[src/rtl/vga_timing_if.sv]
// Raster timing bundle between vga_timing_gen (master) and the pixel
// pipeline / framebuffer read logic (slave).
interface vga_timing_if #(
   parameter int unsigned CW  = 12,
   parameter int unsigned FCW = 8
);
   logic           pix_en;
   logic           resync;
   logic [CW-1:0]  pix_x;
   logic [CW-1:0]  pix_y;
   logic           h_sync;
   logic           v_sync;
   logic           draw_active;
   logic           line_start;
   logic           frame_start;
   logic           draw_end;
   logic           screen_end;
   logic [FCW-1:0] frame_cnt;

   modport master (
      input  pix_en, resync,
      output pix_x, pix_y, h_sync, v_sync, draw_active,
      output line_start, frame_start, draw_end, screen_end, frame_cnt
   );

   modport slave (
      output pix_en, resync,
      input  pix_x, pix_y, h_sync, v_sync, draw_active,
      input  line_start, frame_start, draw_end, screen_end, frame_cnt
   );
endinterface

[src/rtl/vga_timing_gen.sv]
// Parametrised raster timing generator: sync, draw qualifier, pixel coordinates,
// line/frame strobes and a wrapping frame counter, advanced by a pixel-clock enable.
module vga_timing_gen #(
   parameter int unsigned H_ACTIVE   = 800,
   parameter int unsigned H_FRONT    = 56,
   parameter int unsigned H_SYNC     = 120,
   parameter int unsigned H_BACK     = 64,
   parameter int unsigned V_ACTIVE   = 600,
   parameter int unsigned V_FRONT    = 37,
   parameter int unsigned V_SYNC     = 6,
   parameter int unsigned V_BACK     = 23,
   parameter bit          H_SYNC_POL = 1'b1,
   parameter bit          V_SYNC_POL = 1'b1,
   parameter int unsigned CW         = 12,
   parameter int unsigned FCW        = 8
) (
   input logic          clk,
   input logic          rst,
   vga_timing_if.master vga
);
   localparam int unsigned H_TOTAL = H_ACTIVE + H_FRONT + H_SYNC + H_BACK;
   localparam int unsigned V_TOTAL = V_ACTIVE + V_FRONT + V_SYNC + V_BACK;
   localparam logic [CW-1:0] H_LAST = CW'(H_TOTAL - 1);
   localparam logic [CW-1:0] V_LAST = CW'(V_TOTAL - 1);
   localparam logic [CW-1:0] H_DRAW_LAST = CW'(H_ACTIVE - 1);
   localparam logic [CW-1:0] V_DRAW_LAST = CW'(V_ACTIVE - 1);

   typedef enum logic [1:0] {PhActive, PhFront, PhSync, PhBack} phase_e;

   function automatic phase_e decode_phase(input logic [CW-1:0] cnt, input int unsigned act,
                                           input int unsigned front, input int unsigned sync);
      if (cnt < CW'(act)) return PhActive;
      if (cnt < CW'(act + front)) return PhFront;
      if (cnt < CW'(act + front + sync)) return PhSync;
      return PhBack;
   endfunction

   logic [CW-1:0]  h_cnt_q, h_cnt_d, v_cnt_q, v_cnt_d;
   phase_e         h_phase_q, h_phase_d, v_phase_q, v_phase_d;
   logic [FCW-1:0] frame_cnt_q, frame_cnt_d;
   logic [CW-1:0]  pix_x_q, pix_x_d, pix_y_q, pix_y_d;
   logic           h_sync_q, h_sync_d, v_sync_q, v_sync_d;
   logic           draw_active_q, draw_active_d;
   logic           line_start_q, line_start_d, frame_start_q, frame_start_d;
   logic           draw_end_q, draw_end_d, screen_end_q, screen_end_d;

   // Position presented on this tick; resync substitutes (0,0) so the raster
   // restarts immediately and carries on from (1,0).
   logic [CW-1:0] pos_h, pos_v;
   phase_e        pos_hph, pos_vph;
   logic          h_last, v_last;

   always_comb begin
      pos_h   = vga.resync ? '0 : h_cnt_q;
      pos_v   = vga.resync ? '0 : v_cnt_q;
      pos_hph = vga.resync ? PhActive : h_phase_q;
      pos_vph = vga.resync ? PhActive : v_phase_q;
      h_last  = (pos_h == H_LAST);
      v_last  = (pos_v == V_LAST);

      h_cnt_d       = h_cnt_q;
      v_cnt_d       = v_cnt_q;
      h_phase_d     = h_phase_q;
      v_phase_d     = v_phase_q;
      frame_cnt_d   = frame_cnt_q;
      pix_x_d       = pix_x_q;
      pix_y_d       = pix_y_q;
      h_sync_d      = h_sync_q;
      v_sync_d      = v_sync_q;
      draw_active_d = draw_active_q;
      line_start_d  = 1'b0;
      frame_start_d = 1'b0;
      draw_end_d    = 1'b0;
      screen_end_d  = 1'b0;

      if (vga.pix_en) begin
         draw_active_d = (pos_hph == PhActive) && (pos_vph == PhActive);
         pix_x_d       = draw_active_d ? pos_h : '0;
         pix_y_d       = draw_active_d ? pos_v : '0;
         h_sync_d      = (pos_hph == PhSync) ? H_SYNC_POL : ~H_SYNC_POL;
         v_sync_d      = (pos_vph == PhSync) ? V_SYNC_POL : ~V_SYNC_POL;
         line_start_d  = (pos_h == '0);
         frame_start_d = (pos_h == '0) && (pos_v == '0);
         draw_end_d    = (pos_h == H_DRAW_LAST) && (pos_v == V_DRAW_LAST);
         screen_end_d  = h_last && v_last;

         h_cnt_d = h_last ? '0 : pos_h + CW'(1);
         if (h_last) begin
            v_cnt_d = v_last ? '0 : pos_v + CW'(1);
         end else begin
            v_cnt_d = pos_v;
         end
         h_phase_d = decode_phase(h_cnt_d, H_ACTIVE, H_FRONT, H_SYNC);
         v_phase_d = decode_phase(v_cnt_d, V_ACTIVE, V_FRONT, V_SYNC);

         if (h_last && v_last) begin
            frame_cnt_d = frame_cnt_q + FCW'(1);
         end
      end
   end

   always_ff @(posedge clk) begin
      if (!rst) begin
         h_cnt_q       <= '0;
         v_cnt_q       <= '0;
         h_phase_q     <= PhActive;
         v_phase_q     <= PhActive;
         frame_cnt_q   <= '0;
         pix_x_q       <= '0;
         pix_y_q       <= '0;
         h_sync_q      <= ~H_SYNC_POL;
         v_sync_q      <= ~V_SYNC_POL;
         draw_active_q <= 1'b0;
         line_start_q  <= 1'b0;
         frame_start_q <= 1'b0;
         draw_end_q    <= 1'b0;
         screen_end_q  <= 1'b0;
      end else begin
         h_cnt_q       <= h_cnt_d;
         v_cnt_q       <= v_cnt_d;
         h_phase_q     <= h_phase_d;
         v_phase_q     <= v_phase_d;
         frame_cnt_q   <= frame_cnt_d;
         pix_x_q       <= pix_x_d;
         pix_y_q       <= pix_y_d;
         h_sync_q      <= h_sync_d;
         v_sync_q      <= v_sync_d;
         draw_active_q <= draw_active_d;
         line_start_q  <= line_start_d;
         frame_start_q <= frame_start_d;
         draw_end_q    <= draw_end_d;
         screen_end_q  <= screen_end_d;
      end
   end

   assign vga.pix_x       = pix_x_q;
   assign vga.pix_y       = pix_y_q;
   assign vga.h_sync      = h_sync_q;
   assign vga.v_sync      = v_sync_q;
   assign vga.draw_active = draw_active_q;
   assign vga.line_start  = line_start_q;
   assign vga.frame_start = frame_start_q;
   assign vga.draw_end    = draw_end_q;
   assign vga.screen_end  = screen_end_q;
   assign vga.frame_cnt   = frame_cnt_q;
endmodule

[src/flat_wrapper.sv]
// flat-port wrapper written by rule: the top's interface ports become plain ports
module vga_timing_gen_flat 
#(
   parameter int unsigned H_ACTIVE   = 800,
   parameter int unsigned H_FRONT    = 56,
   parameter int unsigned H_SYNC     = 120,
   parameter int unsigned H_BACK     = 64,
   parameter int unsigned V_ACTIVE   = 600,
   parameter int unsigned V_FRONT    = 37,
   parameter int unsigned V_SYNC     = 6,
   parameter int unsigned V_BACK     = 23,
   parameter bit          H_SYNC_POL = 1'b1,
   parameter bit          V_SYNC_POL = 1'b1,
   parameter int unsigned CW         = 12,
   parameter int unsigned FCW        = 8
)
  (clk, rst, vga_pix_en, vga_resync, vga_pix_x, vga_pix_y, vga_h_sync, vga_v_sync, vga_draw_active, vga_line_start, vga_frame_start, vga_draw_end, vga_screen_end, vga_frame_cnt);
  vga_timing_if #(.CW(CW), .FCW(FCW)) vga_i ();
  input logic clk;
  input logic rst;
  input wire logic [$bits(vga_i.pix_en)-1:0] vga_pix_en;
  input wire logic [$bits(vga_i.resync)-1:0] vga_resync;
  output wire logic [$bits(vga_i.pix_x)-1:0] vga_pix_x;
  output wire logic [$bits(vga_i.pix_y)-1:0] vga_pix_y;
  output wire logic [$bits(vga_i.h_sync)-1:0] vga_h_sync;
  output wire logic [$bits(vga_i.v_sync)-1:0] vga_v_sync;
  output wire logic [$bits(vga_i.draw_active)-1:0] vga_draw_active;
  output wire logic [$bits(vga_i.line_start)-1:0] vga_line_start;
  output wire logic [$bits(vga_i.frame_start)-1:0] vga_frame_start;
  output wire logic [$bits(vga_i.draw_end)-1:0] vga_draw_end;
  output wire logic [$bits(vga_i.screen_end)-1:0] vga_screen_end;
  output wire logic [$bits(vga_i.frame_cnt)-1:0] vga_frame_cnt;
  assign vga_i.pix_en = vga_pix_en;
  assign vga_i.resync = vga_resync;
  assign vga_pix_x = vga_i.pix_x;
  assign vga_pix_y = vga_i.pix_y;
  assign vga_h_sync = vga_i.h_sync;
  assign vga_v_sync = vga_i.v_sync;
  assign vga_draw_active = vga_i.draw_active;
  assign vga_line_start = vga_i.line_start;
  assign vga_frame_start = vga_i.frame_start;
  assign vga_draw_end = vga_i.draw_end;
  assign vga_screen_end = vga_i.screen_end;
  assign vga_frame_cnt = vga_i.frame_cnt;
  vga_timing_gen #(.H_ACTIVE(H_ACTIVE), .H_FRONT(H_FRONT), .H_SYNC(H_SYNC), .H_BACK(H_BACK), .V_ACTIVE(V_ACTIVE), .V_FRONT(V_FRONT), .V_SYNC(V_SYNC), .V_BACK(V_BACK), .H_SYNC_POL(H_SYNC_POL), .V_SYNC_POL(V_SYNC_POL), .CW(CW), .FCW(FCW)) u_core (.clk(clk), .rst(rst), .vga(vga_i));
endmodule
[config.mk]
export PLATFORM = sky130hd
export DESIGN_NAME = vga_timing_gen_flat
export DESIGN_NICKNAME = d
export VERILOG_FILES = /design/src/rtl/vga_timing_if.sv /design/src/rtl/vga_timing_gen.sv /design/src/flat_wrapper.sv
export SDC_FILE = /design/constraint.sdc
export NUM_CORES = 1
export LEC_CHECK = 0
export ABC_AREA = 0
export CORE_UTILIZATION = 46
export DETAILED_ROUTE_END_ITERATION = 10
export GPL_ROUTABILITY_DRIVEN = 1
export PLACE_DENSITY_LB_ADDON = 0.1
export SKIP_LAST_GASP = 1
export SYNTH_ARGS = -nofsm -noshare
export SYNTH_HDL_FRONTEND = slang
export SYNTH_SLANG_ARGS = --single-unit
export TNS_END_PERCENT = 5
[constraint.sdc]
create_clock -name clk -period 11.5 [get_ports clk]
set_input_delay 2.875 -clock clk [delete_from_list [all_inputs] [get_ports clk]]
set_output_delay 2.875 -clock clk [all_outputs]
set_load 0.1 [all_outputs]
==> results.sh <==
export IMPL_p_per_area_mw_per_mm2=107
export IMPL_multi_input_area_mm2=0.00210
export IMPL_cts_setup_buffers=0
export IMPL_synthFlopType="dfxtp_1"
export IMPL_holdPathStages=2
export IMPL_relSlewSlack=0.287
export IMPL_die_y_um=91.1
export IMPL_start_kind="primary input"
export IMPL_dp_hpwl_mm=5.77
export IMPL_gp_congestion=0.895
export IMPL_min_period_over_period=0.525
export IMPL_setup_ws_ps=5460
export IMPL_r2r_slack_ps=8500
export IMPL_fin_crit_ps=6040
export IMPL_final_area_mm2=0.00424
export IMPL_mostFrequentLayoutCells="dfxtp_1 (67), nor2b_1 (48), clkdlybuf4s50_1 (42), o21ai_0 (26), nor2_1 (25)"
export IMPL_yosysWarnings=0
export IMPL_hold_buffers=0
export IMPL_rr_startpoint="u_core.h_cnt_q[0]"
export IMPL_synth_cell_types=69
export IMPL_worst_r2r_path_depth=10
export IMPL_hp_class="reg -> reg"
export IMPL_start_util=0.475
export IMPL_hold_viol_final=0
export IMPL_syn_nets=440
export IMPL_firstDrtPassIters=4
export IMPL_ir_worst_vdd_mv=0.0547
export IMPL_cts_sinks=67
export IMPL_yosys_top_cells_area="dfxtp_1 (37%), nor2b_1 (8.2%), a22oi_1 (4.3%)"
export IMPL_clk_latency_ps=350
export IMPL_cts_tree="built"
export IMPL_grt_total_usage=0.228
export IMPL_hp_start="u_core.vga.v_sync"
export IMPL_grt_ovfl_total=0
export IMPL_syn_to_final_growth_pct=16.1
export IMPL_cap_violations=0
export IMPL_num_io_pins=43
export IMPL_seqCellArea_mm2=0.00134
export IMPL_postCtsResizedCells=0
export IMPL_avgRoutedWirePerCell_um=16.1
export IMPL_synth_cells=433
export IMPL_finalPower_uw=454
export IMPL_grt_first_pass_wirelength_mm=15.2
export IMPL_n_fill_cell=753
export IMPL_worstSetupPathType="in -> reg"
export IMPL_place_area_mm2=0.00406
export IMPL_fin_skew_ps=11.1
export IMPL_finalSetupViolCount=0
export IMPL_fin_tns_setup_ps=0
export IMPL_status="complete, no violations"
export IMPL_rsz0062_at_grt="false"
export IMPL_die_w_um=91.1
export IMPL_drc=0
export IMPL_synth_top_area_cell="dfxtp_1"
export IMPL_max_freq_ghz=0.165
export IMPL_worst_pin_slew_ps=1060
export IMPL_syn_area_mm2=0.00365
export IMPL_synth_top_cell_area_share=0.367
export IMPL_synthArstFlopShare=0
export IMPL_dieArea_mm2=0.00830
export IMPL_drt_total_wl_mm=8.99
export IMPL_dr_first_iter_drc_count=211
export IMPL_cts_root_buf="clkbuf_8"
export IMPL_postRouteAntennaNets=0
export IMPL_crit_fanout=52
export IMPL_port_buffer_count=42
export IMPL_avgViaCountPerCell=5.75
export IMPL_numCtsBuffers=9
export IMPL_dp_slack_ps=5220
export IMPL_first_global_vias=3069
export IMPL_power_leakage_nw=1.36
export IMPL_grt_antenna_before_repair=0
export IMPL_cp_arrival_ps=6280
export IMPL_end_kind="flop"
export IMPL_core_area_mm2=0.00769
export IMPL_nets=459
export IMPL_h_tree_depth=3
export IMPL_drive_gt1_frac=0.0680
export IMPL_worst_ep_required_time_ps=11730
export IMPL_vias=3209
export IMPL_startpoint="vga_resync"
export IMPL_synth_area_per_cell_um2=8.43
export IMPL_path_clk_slew_ps=80
export IMPL_slew_violations=0
export IMPL_cts_buffer_depth=2
export IMPL_layout_cells_most_common="dfxtp_1"
export IMPL_rows=32
export IMPL_grt_max_degree=66
export IMPL_ys_ff_latch=67
export IMPL_n_antenna_cell=0
export IMPL_seq_area_frac_synth=0.367
export IMPL_synth_edf_count=0
## path summary, 6_finish.rpt
kind | end
min | u_core.vga.v_sync
max | u_core.h_phase_q[0]
min reg2reg | u_core.vga.v_sync
max reg2reg | u_core.v_phase_q[0]
## routing by layer
metal	share of wire	global-route usage	routed length [um]	up-vias
li1	-	-	-	1596
met1	0.49	0.313	4430	1509
met2	0.45	0.349	4010	92
met3	0.048	0.0511	429	12
met4	0.013	0.0833	115	0
met5	0	0	0	-
## sequential cells by signal, indices dropped and copies added (netlist names), 2 cells and up
| register | flops |
|---|---|
| u_core.v_phase_q | 2 |
| u_core.vga.pix_y | 12 |
| u_core.vga.pix_x | 12 |
| u_core.v_cnt_q | 12 |
| u_core.vga.frame_cnt | 8 |
| u_core.h_cnt_q | 12 |
| u_core.h_phase_q | 2 |
## critical path, cell delays in order
cell and delay [ps]:
clkdlybuf4s50_1 460, buf_4 400, nand2b_1 240, inv_1 60
ha_1 210, and4b_1 290, and4_1 430, nor3_1 340
o32a_1 210, o221ai_1 150, or3b_1 390, a22o_1 190
## area by class of cell
class / count / share of cell area
clock buffers: 10 / 0.0301
clock inverters: 5 / 0.0130
inverters: 9 / 0.00797
multi-input cells: 319 / 0.496
flip-flops and latches: 67 / 0.316
well taps: 102 / 0.0301
repair buffers: 46 / 0.106
## cells by family (layout without fill, tap and decap cells)
| group | Yosys count | count (layout) | share of synthesized area |
|---|---|---|---|
| compound gates | 109 | 109 | 0.203 |
| xor+xnor | 15 | 15 | 0.0360 |
| fa+ha+maj | 3 | 3 | 0.0103 |
| buf+inv | 47 | 70 | 0.0562 |
| flops | 67 | 67 | 0.367 |
| mux | 7 | 7 | 0.0192 |
| simple gates | 185 | 185 | 0.308 |
## power by group
group	internal [mW]	switching, mW
registers	0.233	0.00110
clock network	0.0982	0.0910
logic	0.00942	0.0214
## cells in the mapped netlist, drive strengths merged (7+ instances only)
cell     n
xnor2    9
inv      8
nand3   11
nor3    11
nor2b   48
nor2    25
dfxtp   67
a21oi   16
mux2i    7
nand2   22
nor4    10
a22oi   21
and2    11
clkbuf  28
buf     10
nand2b   8
nand4    8
o21ai   26
## through the flow
stage,cells,hold slack (ps),utilization
6_report,558,477,0.552
2_1_floorplan,433,465,-
4_1_cts,558,482,0.552
3_5_place_dp,543,472,0.528
5_1_grt,558,516,0.552
3_3_place_gp,543,462,0.528
Power figures use the tool's default switching activity.
